===== src/rtl/imem_loader_pkg.sv =====
`default_nettype none
// +------------------------------------------------------------------+
// | imem_loader_pkg: loader state encoding, word geometry, byte place |
// | rev 1.0                                                           |
// +------------------------------------------------------------------+
package imem_loader_pkg;

  localparam int BYTES_PER_WORD = 4;

  typedef enum logic [1:0] {
    ST_LOAD  = 2'd0,
    ST_WRITE = 2'd1,
    ST_DONE  = 2'd2,
    ST_ERR   = 2'd3
  } loader_state_e;

  // Big-endian placement: byte index 0 lands in bits 31:24.
  function automatic logic [31:0] place_byte(input logic [31:0] word,
                                             input logic [1:0]  idx,
                                             input logic [7:0]  b);
    logic [31:0] w;
    w = word;
    case (idx)
      2'd0:    w[31:24] = b;
      2'd1:    w[23:16] = b;
      2'd2:    w[15:8]  = b;
      default: w[7:0]   = b;
    endcase
    return w;
  endfunction

endpackage
`default_nettype wire


===== src/rtl/imem_loader.sv =====
`default_nettype none
// +------------------------------------------------------------------+
// | imem_loader: streams a byte image into instruction memory words   |
// | rev 1.0                                                           |
// +------------------------------------------------------------------+
module imem_loader
  import imem_loader_pkg::*;
#(
  parameter int ADDR_W = 10
) (
  input  logic              clk,
  input  logic              reset,
  input  logic              in_valid,
  input  logic [7:0]        in_byte,
  input  logic              in_last,
  output logic              in_ready,
  input  logic              start,
  output logic              im_we,
  output logic [ADDR_W-1:0] im_addr,
  output logic [31:0]       im_wdata,
  output logic              cpu_hold,
  output logic              done,
  output logic              err,
  output logic [ADDR_W:0]   word_count
);

  localparam logic [ADDR_W:0] FULL_COUNT = {1'b1, {ADDR_W{1'b0}}};
  localparam logic [1:0]      LAST_IDX   = 2'(BYTES_PER_WORD - 1);

  loader_state_e     state_q, state_d;
  logic [ADDR_W-1:0] ptr_q, ptr_d;
  logic [ADDR_W:0]   wcnt_q, wcnt_d;
  logic [1:0]        bcnt_q, bcnt_d;
  logic [31:0]       word_q, word_d;
  logic              last_q, last_d;
  logic              we_q, we_d;
  logic              ready_q, ready_d;
  logic              hold_q, hold_d;
  logic              done_q, done_d;
  logic              err_q, err_d;
  logic              accept;

  assign accept = in_valid && ready_q;

  always_comb begin
    state_d = state_q;
    ptr_d   = ptr_q;
    wcnt_d  = wcnt_q;
    bcnt_d  = bcnt_q;
    word_d  = word_q;
    last_d  = last_q;
    we_d    = 1'b0;
    ready_d = ready_q;
    hold_d  = hold_q;
    done_d  = done_q;
    err_d   = err_q;
    case (state_q)
      ST_LOAD: begin
        if (accept) begin
          if (wcnt_q == FULL_COUNT) begin
            state_d = ST_ERR;
            err_d   = 1'b1;
            ready_d = 1'b0;
          end else begin
            // Word register is zeroed between words, so early in_last zero-fills.
            word_d = place_byte(word_q, bcnt_q, in_byte);
            if (in_last || (bcnt_q == LAST_IDX)) begin
              state_d = ST_WRITE;
              last_d  = in_last;
              we_d    = 1'b1;
              ready_d = 1'b0;
            end else begin
              bcnt_d = bcnt_q + 2'd1;
            end
          end
        end
      end
      ST_WRITE: begin
        ptr_d  = ptr_q + ADDR_W'(1);
        wcnt_d = wcnt_q + (ADDR_W + 1)'(1);
        bcnt_d = 2'd0;
        word_d = 32'd0;
        if (last_q) begin
          state_d = ST_DONE;
          done_d  = 1'b1;
          hold_d  = 1'b0;
        end else begin
          state_d = ST_LOAD;
          ready_d = 1'b1;
        end
      end
      ST_DONE: begin
        if (start) begin
          state_d = ST_LOAD;
          ptr_d   = '0;
          wcnt_d  = '0;
          last_d  = 1'b0;
          done_d  = 1'b0;
          hold_d  = 1'b1;
          ready_d = 1'b1;
        end
      end
      default: begin
        state_d = ST_ERR;
      end
    endcase
  end

  always_ff @(posedge clk or negedge reset) begin
    if (!reset) begin
      state_q <= ST_LOAD;
      ptr_q   <= '0;
      wcnt_q  <= '0;
      bcnt_q  <= 2'd0;
      word_q  <= 32'd0;
      last_q  <= 1'b0;
      we_q    <= 1'b0;
      ready_q <= 1'b1;
      hold_q  <= 1'b1;
      done_q  <= 1'b0;
      err_q   <= 1'b0;
    end else begin
      state_q <= state_d;
      ptr_q   <= ptr_d;
      wcnt_q  <= wcnt_d;
      bcnt_q  <= bcnt_d;
      word_q  <= word_d;
      last_q  <= last_d;
      we_q    <= we_d;
      ready_q <= ready_d;
      hold_q  <= hold_d;
      done_q  <= done_d;
      err_q   <= err_d;
    end
  end

  assign in_ready   = ready_q;
  assign im_we      = we_q;
  assign im_addr    = ptr_q;
  assign im_wdata   = word_q;
  assign cpu_hold   = hold_q;
  assign done       = done_q;
  assign err        = err_q;
  assign word_count = wcnt_q;

endmodule
`default_nettype wire

===== config.mk =====
export PLATFORM = sky130hd
export DESIGN_NAME = imem_loader
export DESIGN_NICKNAME = d
export VERILOG_FILES = /design/src/rtl/imem_loader_pkg.sv /design/src/rtl/imem_loader.sv
export SDC_FILE = /design/constraint.sdc
export NUM_CORES = 1
export LEC_CHECK = 0
export CAP_MARGIN = 20
export CELL_PAD_IN_SITES_DETAIL_PLACEMENT = 0
export CELL_PAD_IN_SITES_GLOBAL_PLACEMENT = 1
export CORE_ASPECT_RATIO = 0.8
export CORE_MARGIN = 3
export CORE_UTILIZATION = 35
export DETAILED_ROUTE_END_ITERATION = 10
export PLACE_DENSITY = 0.74
export SLEW_MARGIN = 10
export SYNTH_ARGS = -nofsm -noshare
export SYNTH_HDL_FRONTEND = slang
export SYNTH_SLANG_ARGS = --single-unit

===== constraint.sdc =====
create_clock -name clk -period 1.6 [get_ports clk]
set_input_delay 0.32 -clock clk [delete_from_list [all_inputs] [get_ports clk]]
set_output_delay 0.32 -clock clk [all_outputs]
set_load 0.02 [all_outputs]

# After elaboration in Yosys (flattened, before gate mapping)

Index checks and enable logic that the tools add are counted.

Output and inout bits: 58
Input bits: 13
Word-level logic and storage cells: 95
Register bits after elaboration: 63

Eq/ne operators: 18
Add/sub/neg operators: 3
Muxes and demuxes: 40
Reductions and logical operators: 20

Operators by type and width:

| kind                                           | count |
|---|---|
| 2-to-1 mux 32 bit                              | 2 |
| case mux 32 bit (2 select lines)               | 1 |
| 2-to-1 mux 8 bit                               | 4 |
| case mux 11 bit (2 select lines)               | 1 |
| case mux 10 bit (2 select lines)               | 1 |
| AND reduction 4 bit                            | 5 |
| 2-to-1 mux 2 bit                               | 8 |
| != test 2 bit (second input constant)          | 8 |
| 2-to-1 mux 1 bit                               | 15 |
| adder 11 x 1 -> 11 bit (second input constant) | 1 |
| == test 11 bit (second input constant)         | 1 |
| 2-to-1 mux 11 bit                              | 1 |
| adder 10 x 1 -> 10 bit (second input constant) | 1 |
| 2-to-1 mux 10 bit                              | 1 |
| AND reduction 5 bit                            | 2 |
| AND reduction 3 bit                            | 3 |
| == test 2 bit (second input constant)          | 3 |
| != test 2 x 1 -> 1 bit (second input constant) | 3 |
| case mux 1 bit (2 select lines)                | 3 |
| case mux 2 bit (3 select lines)                | 1 |
| nonzero test 2 bit                             | 3 |
| == test 2 x 1 -> 1 bit (second input constant) | 2 |
| zero test 2 bit                                | 2 |
| case mux 2 bit (2 select lines)                | 1 |
| other kinds (8)                                | 8 |

# Depth between registers and ports, before layout

Gate-level depths: netlist of the first run.

Depth in word-level cells: 6
Depth in mapped cells: 9

# Least setup slack after synthesis of the first run

OpenSTA, ideal clock, no wires.

Path kind: reg2reg
Start: register wcnt_q[0] (netlist: word_count[0])
End: register word_q[5] (netlist: im_wdata[5])
Data arrival time: 1.661 ns
Buffers on the path: 1
Path slack: -0.183 ns
Setup time: 0.122 ns
Cell stages (with the launch flop): 9
Cells stage by stage: dfrtp_1 -> inv_1 -> ha_1 -> nor4b_4 -> a31oi_4 -> nand2_4 -> buf_6 -> o211ai_2 -> o21ai_2

Word-level cells in the longest chain between the ends: 3

RTL lines:

| item                                 | RTL line           | RTL |
|---|---|---|
| start: declaration                   | imem_loader.sv:32  | `logic [ADDR_W:0] wcnt_q, wcnt_d;` |
| start signal: assignment             | imem_loader.sv:125 | `wcnt_q <= wcnt_d;` |
| == test 11 bit                       | imem_loader.sv:60  | `if (wcnt_q == FULL_COUNT) begin` |
| != test 2 bit (no source line)       | n/a                |  |
| AND reduction 4 bit (no source line) | n/a                |  |
| end signal: assignment               | imem_loader.sv:127 | `word_q <= word_d;` |
| end: declaration                     | imem_loader.sv:34  | `logic [31:0] word_q, word_d;` |

No other way between the ends.
A chain may end at the register's enable or synchronous reset.

# Final worst setup path of the first run

Start: register wcnt_q[0] (netlist: word_count[0])
End: register last_q

Word-level cells in the longest chain between the ends: 3

RTL lines:

| item                                 | RTL line           | RTL |
|---|---|---|
| == test 11 bit                       | imem_loader.sv:60  |  |
| != test 2 bit (no source line)       | n/a                |  |
| AND reduction 5 bit (no source line) | n/a                |  |
| end signal: assignment               | imem_loader.sv:128 | `last_q <= last_d;` |
| end: declaration                     | imem_loader.sv:35  | `logic last_q, last_d;` |

No other way between the ends.

==> results of run 1 <==
-- area by class of cell --
cell class / count / area [um^2] / area share, %
clock inverters: 3 / 42.54 / 0.8990
repair buffers: 117 / 1036 / 21.89
inverters: 13 / 51.30 / 1.084
well taps: 112 / 140.1 / 2.961
clock buffers: 12 / 256.5 / 5.420
flip-flops and latches: 63 / 1585 / 33.50
multi-input cells: 207 / 1620 / 34.24
-- registers in the layout, summed over array words and instances, names as in the netlist --
| register | cells |
|---|---|
| cpu_hold | 1 |
| im_wdata | 32 |
| err | 1 |
| bcnt_q | 2 |
| im_addr | 10 |
| last_q | 1 |
| state_q | 2 |
| done | 1 |
| in_ready | 1 |
| word_count | 11 |
| im_we | 1 |
-- synthesized netlist by cell type, types with 2 or more instances --
| cell | instances | share of area [%] |
|---|---|---|
| dfrtp_1 | 61 | 48 |
| nand2_1 | 27 | 3.2 |
| o211ai_1 | 25 | 5.9 |
| o21ai_1 | 21 | 3.3 |
| nor2_1 | 20 | 2.4 |
| o21ai_0 | 16 | 2.5 |
| ha_1 | 12 | 4.7 |
| inv_1 | 12 | 1.4 |
| xor2_1 | 9 | 2.5 |
| o211ai_2 | 8 | 3.2 |
| nand4_1 | 7 | 1.4 |
| buf_2 | 6 | 0.95 |
| clkbuf_1 | 6 | 0.71 |
| xnor2_1 | 6 | 1.7 |
| nor2b_1 | 5 | 0.99 |
| o21ai_2 | 5 | 1.4 |
| a21oi_1 | 4 | 0.63 |
| and3_1 | 4 | 0.79 |
| nand2_4 | 4 | 1.4 |
| nor3_1 | 4 | 0.63 |
| buf_6 | 3 | 1.1 |
| a32o_1 | 2 | 0.63 |
| dfstp_2 | 2 | 1.7 |
| mux2_2 | 2 | 0.71 |
| nand3_1 | 2 | 0.32 |
| nor4b_4 | 2 | 1.5 |
-- final timing paths --
kind                          startpoint          to  slack, ns
setup / recovery           word_count[0]      last_q      -0.04
hold / removal                     reset  im_addr[0]       0.01
setup reg to reg           word_count[0]      last_q      -0.04
hold reg to reg                 cpu_hold    cpu_hold       0.48
max in group asynchronous          reset    in_ready       1.28
min in group clk                cpu_hold    cpu_hold       0.48
-- power by group through the flow --
stage / sequential (W) / combinational (W) / clock (W)
after floorplan: 0.00269 / 0.00158 / 0
after global placement: 0.00230 / 0.00341 / 0
after detailed placement: 0.00231 / 0.00343 / 0
after CTS: 0.00228 / 0.00342 / 0.00199
after global routing: 0.00234 / 0.00391 / 0.00206
final: 0.00229 / 0.00359 / 0.00194
-- timing repair --
item | CTS | global route
endpoints found under the setup margin | 102 | 63
pin swaps | 2 | 2
gates cloned | 0 | 4
resized for setup | 64 | 22
buffers inserted | 2 | 3
-- per-layer routing --
layer | GRT usage, % | vias up
met5 | 0 | -
met4 | 4.004 | 0
met3 | 4.131 | 4
met2 | 23.91 | 61
met1 | 23.58 | 1306
li1 | - | 1290
-- cells by family (layout without fill, tap and decap cells) --
| group | after synthesis | after routing | synth area share, % |
|---|---|---|---|
| XOR/XNOR | 15 | 15 | 4.139 |
| AND/OR/NAND/NOR | 84 | 88 | 15.06 |
| buffers and inverters | 30 | 145 | 4.966 |
| AO/OA/AOI/OAI | 88 | 88 | 19.98 |
| adder cells (fa/ha/maj) | 12 | 12 | 4.730 |
| multiplexers | 4 | 4 | 1.380 |
| flip-flops | 63 | 63 | 49.74 |
-- through the flow --
step	total power, W	setup TNS (ns)	std cells	area [um^2]	util [%]
2_1_floorplan	0.004271	-1.179	296	3209	-
3_3_place_gp	0.005713	-7.438	503	4280	49.58
3_5_place_dp	0.005742	-8.054	503	4280	49.58
4_1_cts	0.007690	-0.9338	520	4594	53.22
5_1_grt	0.008305	-3.544	527	4732	54.81
6_report	0.007820	-0.5344	527	4732	54.81
-- critical path: stages (launching register included) --
cell,delay (ns)
dfrtp_2,0.36
inv_2,0.03
ha_1,0.18
nor4b_4,0.13
buf_4,0.14
a31oi_4,0.15
buf_12,0.22
nor2b_4,0.17
a21o_1,0.11
nand2_1,0.04
==> flow_summary_export.csv, run 1 <==
group,metric,value,unit
outcome,status,"finished with violations",
outcome,violations,"setup timing",
placed_design,gp_congestion,0.7712,
logic_synthesis,synth_ff_type,"dfrtp_1",
logic_synthesis,ys_seq_elements,63,
logic_synthesis,synth_cells,296,
timing,fin_crit_sh,102.5,%
clock_network,clockBufferDepth,2,
logic_synthesis,yosysWarnings,0,
clock_network,ctsHtreeMaxLevel,3,
timing,worst_pin_slew,0.3528,ns
drt,num_vias,2661,
power_and_ir_drop,power_density,1653,mW/mm^2
critical_path,crit_fanout,11,
timing,setup_viol,32,
timing,hold_ws,0.01261,ns
grt,grt_usage,16.15,%
critical_path,end_kind,"register",
floorplanning,die_area,0.01026,mm^2
clock_network,ctsRootBufferMaster,"clkbuf_16",
logic_synthesis,synth_edf_count,0,
drt,wl_met1,4173,um
grt,overflow,0,
logic_synthesis,ys_types,47,
timing,fin_crit,1.640,ns
finish,final_common_cell,"dfrtp_1",
critical_path,crit_type,"reg -> reg",
floorplanning,start_util,36.77,%
placed_design,post-place-ws,-0.2392,ns
critical_path,critical_path_required,1.81,ns
finish,layout_common_cells,"dfrtp_1, dlygate4sd2_1, buf_4",
finish,finalNetCount,436,
drt,wl,8526,um
placed_design,hpwl,5675,um
timing,fmax,609.6,MHz
drt,drcViolationCount,0,
grt,grt_max_degree,64,
finish,antennaDiodeCount,0,
clock_network,cts_sinks,63,
worst_hold_path,hold_class,"in -> async",
clock_network,path_clk_slew,0.05,ns
drt,dr_wl_met3,367,um
drt,wl_per_cell,16.18,um
finish,num-fill-cells,787,
grt,grt_pass1_wl,13390,um
grt,antenna_found_initial,0,
critical_path,worstSetupStartpointType,"register",
grt,grt_pass1_vias,2520,
power_and_ir_drop,p_switching,0.003112,W
critical_path,worst-r2r-cell-count,9,
drt,drtIter0Drc,181,
drt,drtPass1Iterations,4,
floorplanning,die_w,112.5,um
drt,vias_per_cell,5.049,
timing,final_max_slew_viol_count,0,
power_and_ir_drop,swShare,39.80,%
timing,fin_ws,-0.04049,ns
timing,hold_viol_final,0,
critical_path,arrival,1.85,ns
power_and_ir_drop,p_leak,2.349,nW
floorplanning,boundaryPins,71,
power_and_ir_drop,combPwrFrac,45.9,%
logic_synthesis,synth_area_per_cell,10.72,um^2
timing,rsz0062_at_grt,"yes",
logic_synthesis,synthArstFlopShare,100.0,%
power_and_ir_drop,p_int,0.004708,W
placed_design,portBuffers,70,
drt,antenna_left,0,
timing,relSlewSlack,76.48,%
finish,drive_above_1_share,28.67,%
power_and_ir_drop,power_frac_clock,24.8,%
job,cap_violations,0,
clock_network,hold_buffers,0,
power_and_ir_drop,seqPwrFrac,29.2,%
power_and_ir_drop,vdd_ir_drop_max,0.0006470,V
floorplanning,row_count,30,
logic_synthesis,syn_area,0.003174,mm^2
timing,skew,0.006388,ns
clock_network,cts_made_buffers,9,
finish,areaGrowthSynthToFinish,49.07,%
floorplanning,core_area,0.008633,mm^2
clock_network,cts_tree,"done",
clock_network,clk-insertion-delay-late,0.32,ns
drt,topRoutingLayerUsed,"met4",
floorplanning,die_y,91.18,um
logic_synthesis,synth_fp_nets,321,
drt,met2_length,3927,um
logic_synthesis,yosysSeqAreaShare,49.74,%
(Power assumes the default switching activity.)
==> inputs of run 2 (changes only) <==
- GPL_TIMING_DRIVEN: not set -> 0
==> run 2 against run 1 <==
Against the previous run: the run still ends with setup timing left; final area up 4.2%; final cell count is 0.76% higher; register-to-register slack lost 0.096 ns; die area is the same; wire length up 4.2%; global-route usage up 1.7 points; fmax down 5.5%; non-clock buffer count up 8; clock-buffer cell count shrank 1; worst hold slack improved by 0.42 ns; sequential power is 2% higher; critical path depth is 2 lower; critical endpoint is now in_ready.
==> flow_summary_export.csv, run 2 (synthesis gave the netlist of run 1 again) <==
group,metric,value,unit
outcome,status,"finished with violations",
outcome,violations,"setup timing",
finish,drive_above_1_share,33.89,%
finish,antennaDiodeCount,0,
critical_path,worstSetupStartpointType,"register",
floorplanning,start_util,36.77,%
critical_path,crit_fanout,3,
clock_network,path_clk_slew,0.06,ns
finish,layout_common_cells,"dfrtp_1, dlygate4sd2_1, o211ai_1",
floorplanning,die_area,0.01026,mm^2
timing,setup_viol,44,
grt,overflow,0,
clock_network,cts_made_buffers,9,
finish,num-fill-cells,745,
critical_path,rr_startpoint,"word_count[1]",
clock_network,clk-insertion-delay-late,0.33,ns
drt,wl_per_cell,16.73,um
drt,drtIter0Drc,100,
timing,fmax,576.0,MHz
finish,final_cell_count_no_fill,531,
critical_path,r2r_end,"in_ready",
timing,fin_crit,1.736,ns
power_and_ir_drop,power_density,1602,mW/mm^2
grt,gr-max-usage-layer,"met2",
power_and_ir_drop,p_leak,2.422,nW
grt,met2_usage,26.84,%
drt,antenna_left,0,
timing,final_max_slew_viol_count,0,
timing,fin_ws,-0.1362,ns
finish,finalNetCount,440,
critical_path,worst-r2r-cell-count,7,
finish,area.sequential,0.001585,mm^2
critical_path,crit_type,"reg -> reg",
critical_path,crit_end,"in_ready",
floorplanning,boundaryPins,71,
critical_path,end_kind,"register",
timing,worst_pin_slew,0.4433,ns
grt,grtUsageMet3,3.264,%
grt,grt_pass1_wl,14660,um
placed_design,gp_congestion,0.7530,
floorplanning,die_y,91.18,um
drt,drtPass1Iterations,4,
grt,antenna_found_initial,0,
finish,fin_area,0.004930,mm^2
drt,wl,8883,um
timing,rsz0062_at_grt,"yes",
clock_network,clockBufferDepth,2,
placed_design,placed_area,0.004075,mm^2
finish,largest_register_ffs,32,
critical_path,arrival,1.99,ns
clock_network,ctsHtreeMaxLevel,3,
drt,drcViolationCount,0,
floorplanning,die_w,112.5,um
worst_hold_path,hold_class,"in -> async",
grt,grt_max_degree,44,
clock_network,cts_tree,"done",
timing,hold_ws,0.4300,ns
floorplanning,core_area,0.008633,mm^2
finish,areaGrowthSynthToFinish,55.30,%
timing,relSlewSlack,70.34,%
drt,vias_per_cell,5.098,
placed_design,portBuffers,70,
placed_design,dp.cells,479,
drt,num_vias,2707,
timing,fin_crit_sh,108.5,%
critical_path,r2r_setup_slack,-0.14,ns
clock_network,cts_sinks,63,
placed_design,post-place-ws,-0.4435,ns
finish,multi_input_area,0.001663,mm^2
job,cap_violations,0,
grt,grt_usage,17.89,%
timing,hold_viol_final,0,
grt,grt_pass1_vias,2720,
placed_design,hpwl,5818,um
power_and_ir_drop,fin_total_pwr,0.007899,W
grt,grt_use_met1,26.07,%
power_and_ir_drop,vdd_ir_drop_max,0.0006693,V
timing,skew,0.007452,ns
floorplanning,row_count,30,
critical_path,cp-startpoint,"word_count[1]",
clock_network,ctsRootBufferMaster,"clkbuf_16",
critical_path,critical_path_required,1.85,ns
==> run 2: cell count changes in the layout (fill, tap and decap cells not counted), sizes merged <==
cell          change
nand2             -4
clkinv            +2
clkbuf            +2
dlygate4sd2       +5
bufinv            -1
dlygate4sd3       +1
buf               +5
dlymetal6s2s      -6
==> run 2: worst min path at each step <==
stage | depth (start not counted) | slack [ns] | start | endpoint
CTS | 2 | 0.43 | reset | im_wdata[2]
detailed placement | 1 | 0.24 | reset | word_count[2]
finish | 2 | 0.43 | reset | im_wdata[5]
global placement | 2 | 0.47 | cpu_hold | cpu_hold
global route | 2 | 0.47 | reset | word_count[2]
floorplan | 0 | 0.02 | reset | bcnt_q[0]
==> run 2: final cells by class <==
| cell class | count | share of cell area (%) |
|---|---|---|
| Tap cell | 112 | 2.843 |
| Timing Repair Buffer | 111 | 22.23 |
| Buffer | 14 | 2.665 |
| Sequential cell | 63 | 32.16 |
| Multi-Input combinational cell | 203 | 33.73 |
| Clock inverter | 4 | 0.4569 |
| Inverter | 13 | 0.9898 |
| Clock buffer | 11 | 4.924 |
==> run 2: power by group <==
| part | leakage (nW) | internal [W] | switching, W |
|---|---|---|---|
| registers | 0.829 | 0.00198 | 0.000362 |
| clock network | 0.131 | 0.00107 | 0.000682 |
| logic | 1.46 | 0.00159 | 0.00221 |
==> run 2: per-stage QoR <==
stage                     utilization [%]  setup TNS, ns
after floorplan                         -         -1.179
after global placement              46.91        -144.94
after detailed placement            47.20         -18.42
after CTS                           55.48         -5.385
after global routing                57.10         -8.240
final                               57.10         -3.493
==> run 2: metal layers <==
metal / vias up / wire (um)
met2: 53 / 4191
met1: 1343 / 4265
met5: - / 0
li1: 1296 / -
met4: 0 / 128
met3: 15 / 298
==> run 2: critical path: stages (launching register included) <==
cell     delay [ns]
dfrtp_2        0.42
inv_2          0.08
ha_4           0.12
nor4b_4        0.26
buf_4          0.20
a41oi_4        0.11
nor2b_1        0.14
mux2_1         0.32
==> run 2: repair_timing <==
action	in CTS	in global routing
cloned	4	0
hold buffers	1	0
endpoints found under the setup margin	111	55
hold endpoints to repair	19	0
setup buffers	24	11
pin swaps	23	17
gates resized for setup	111	34
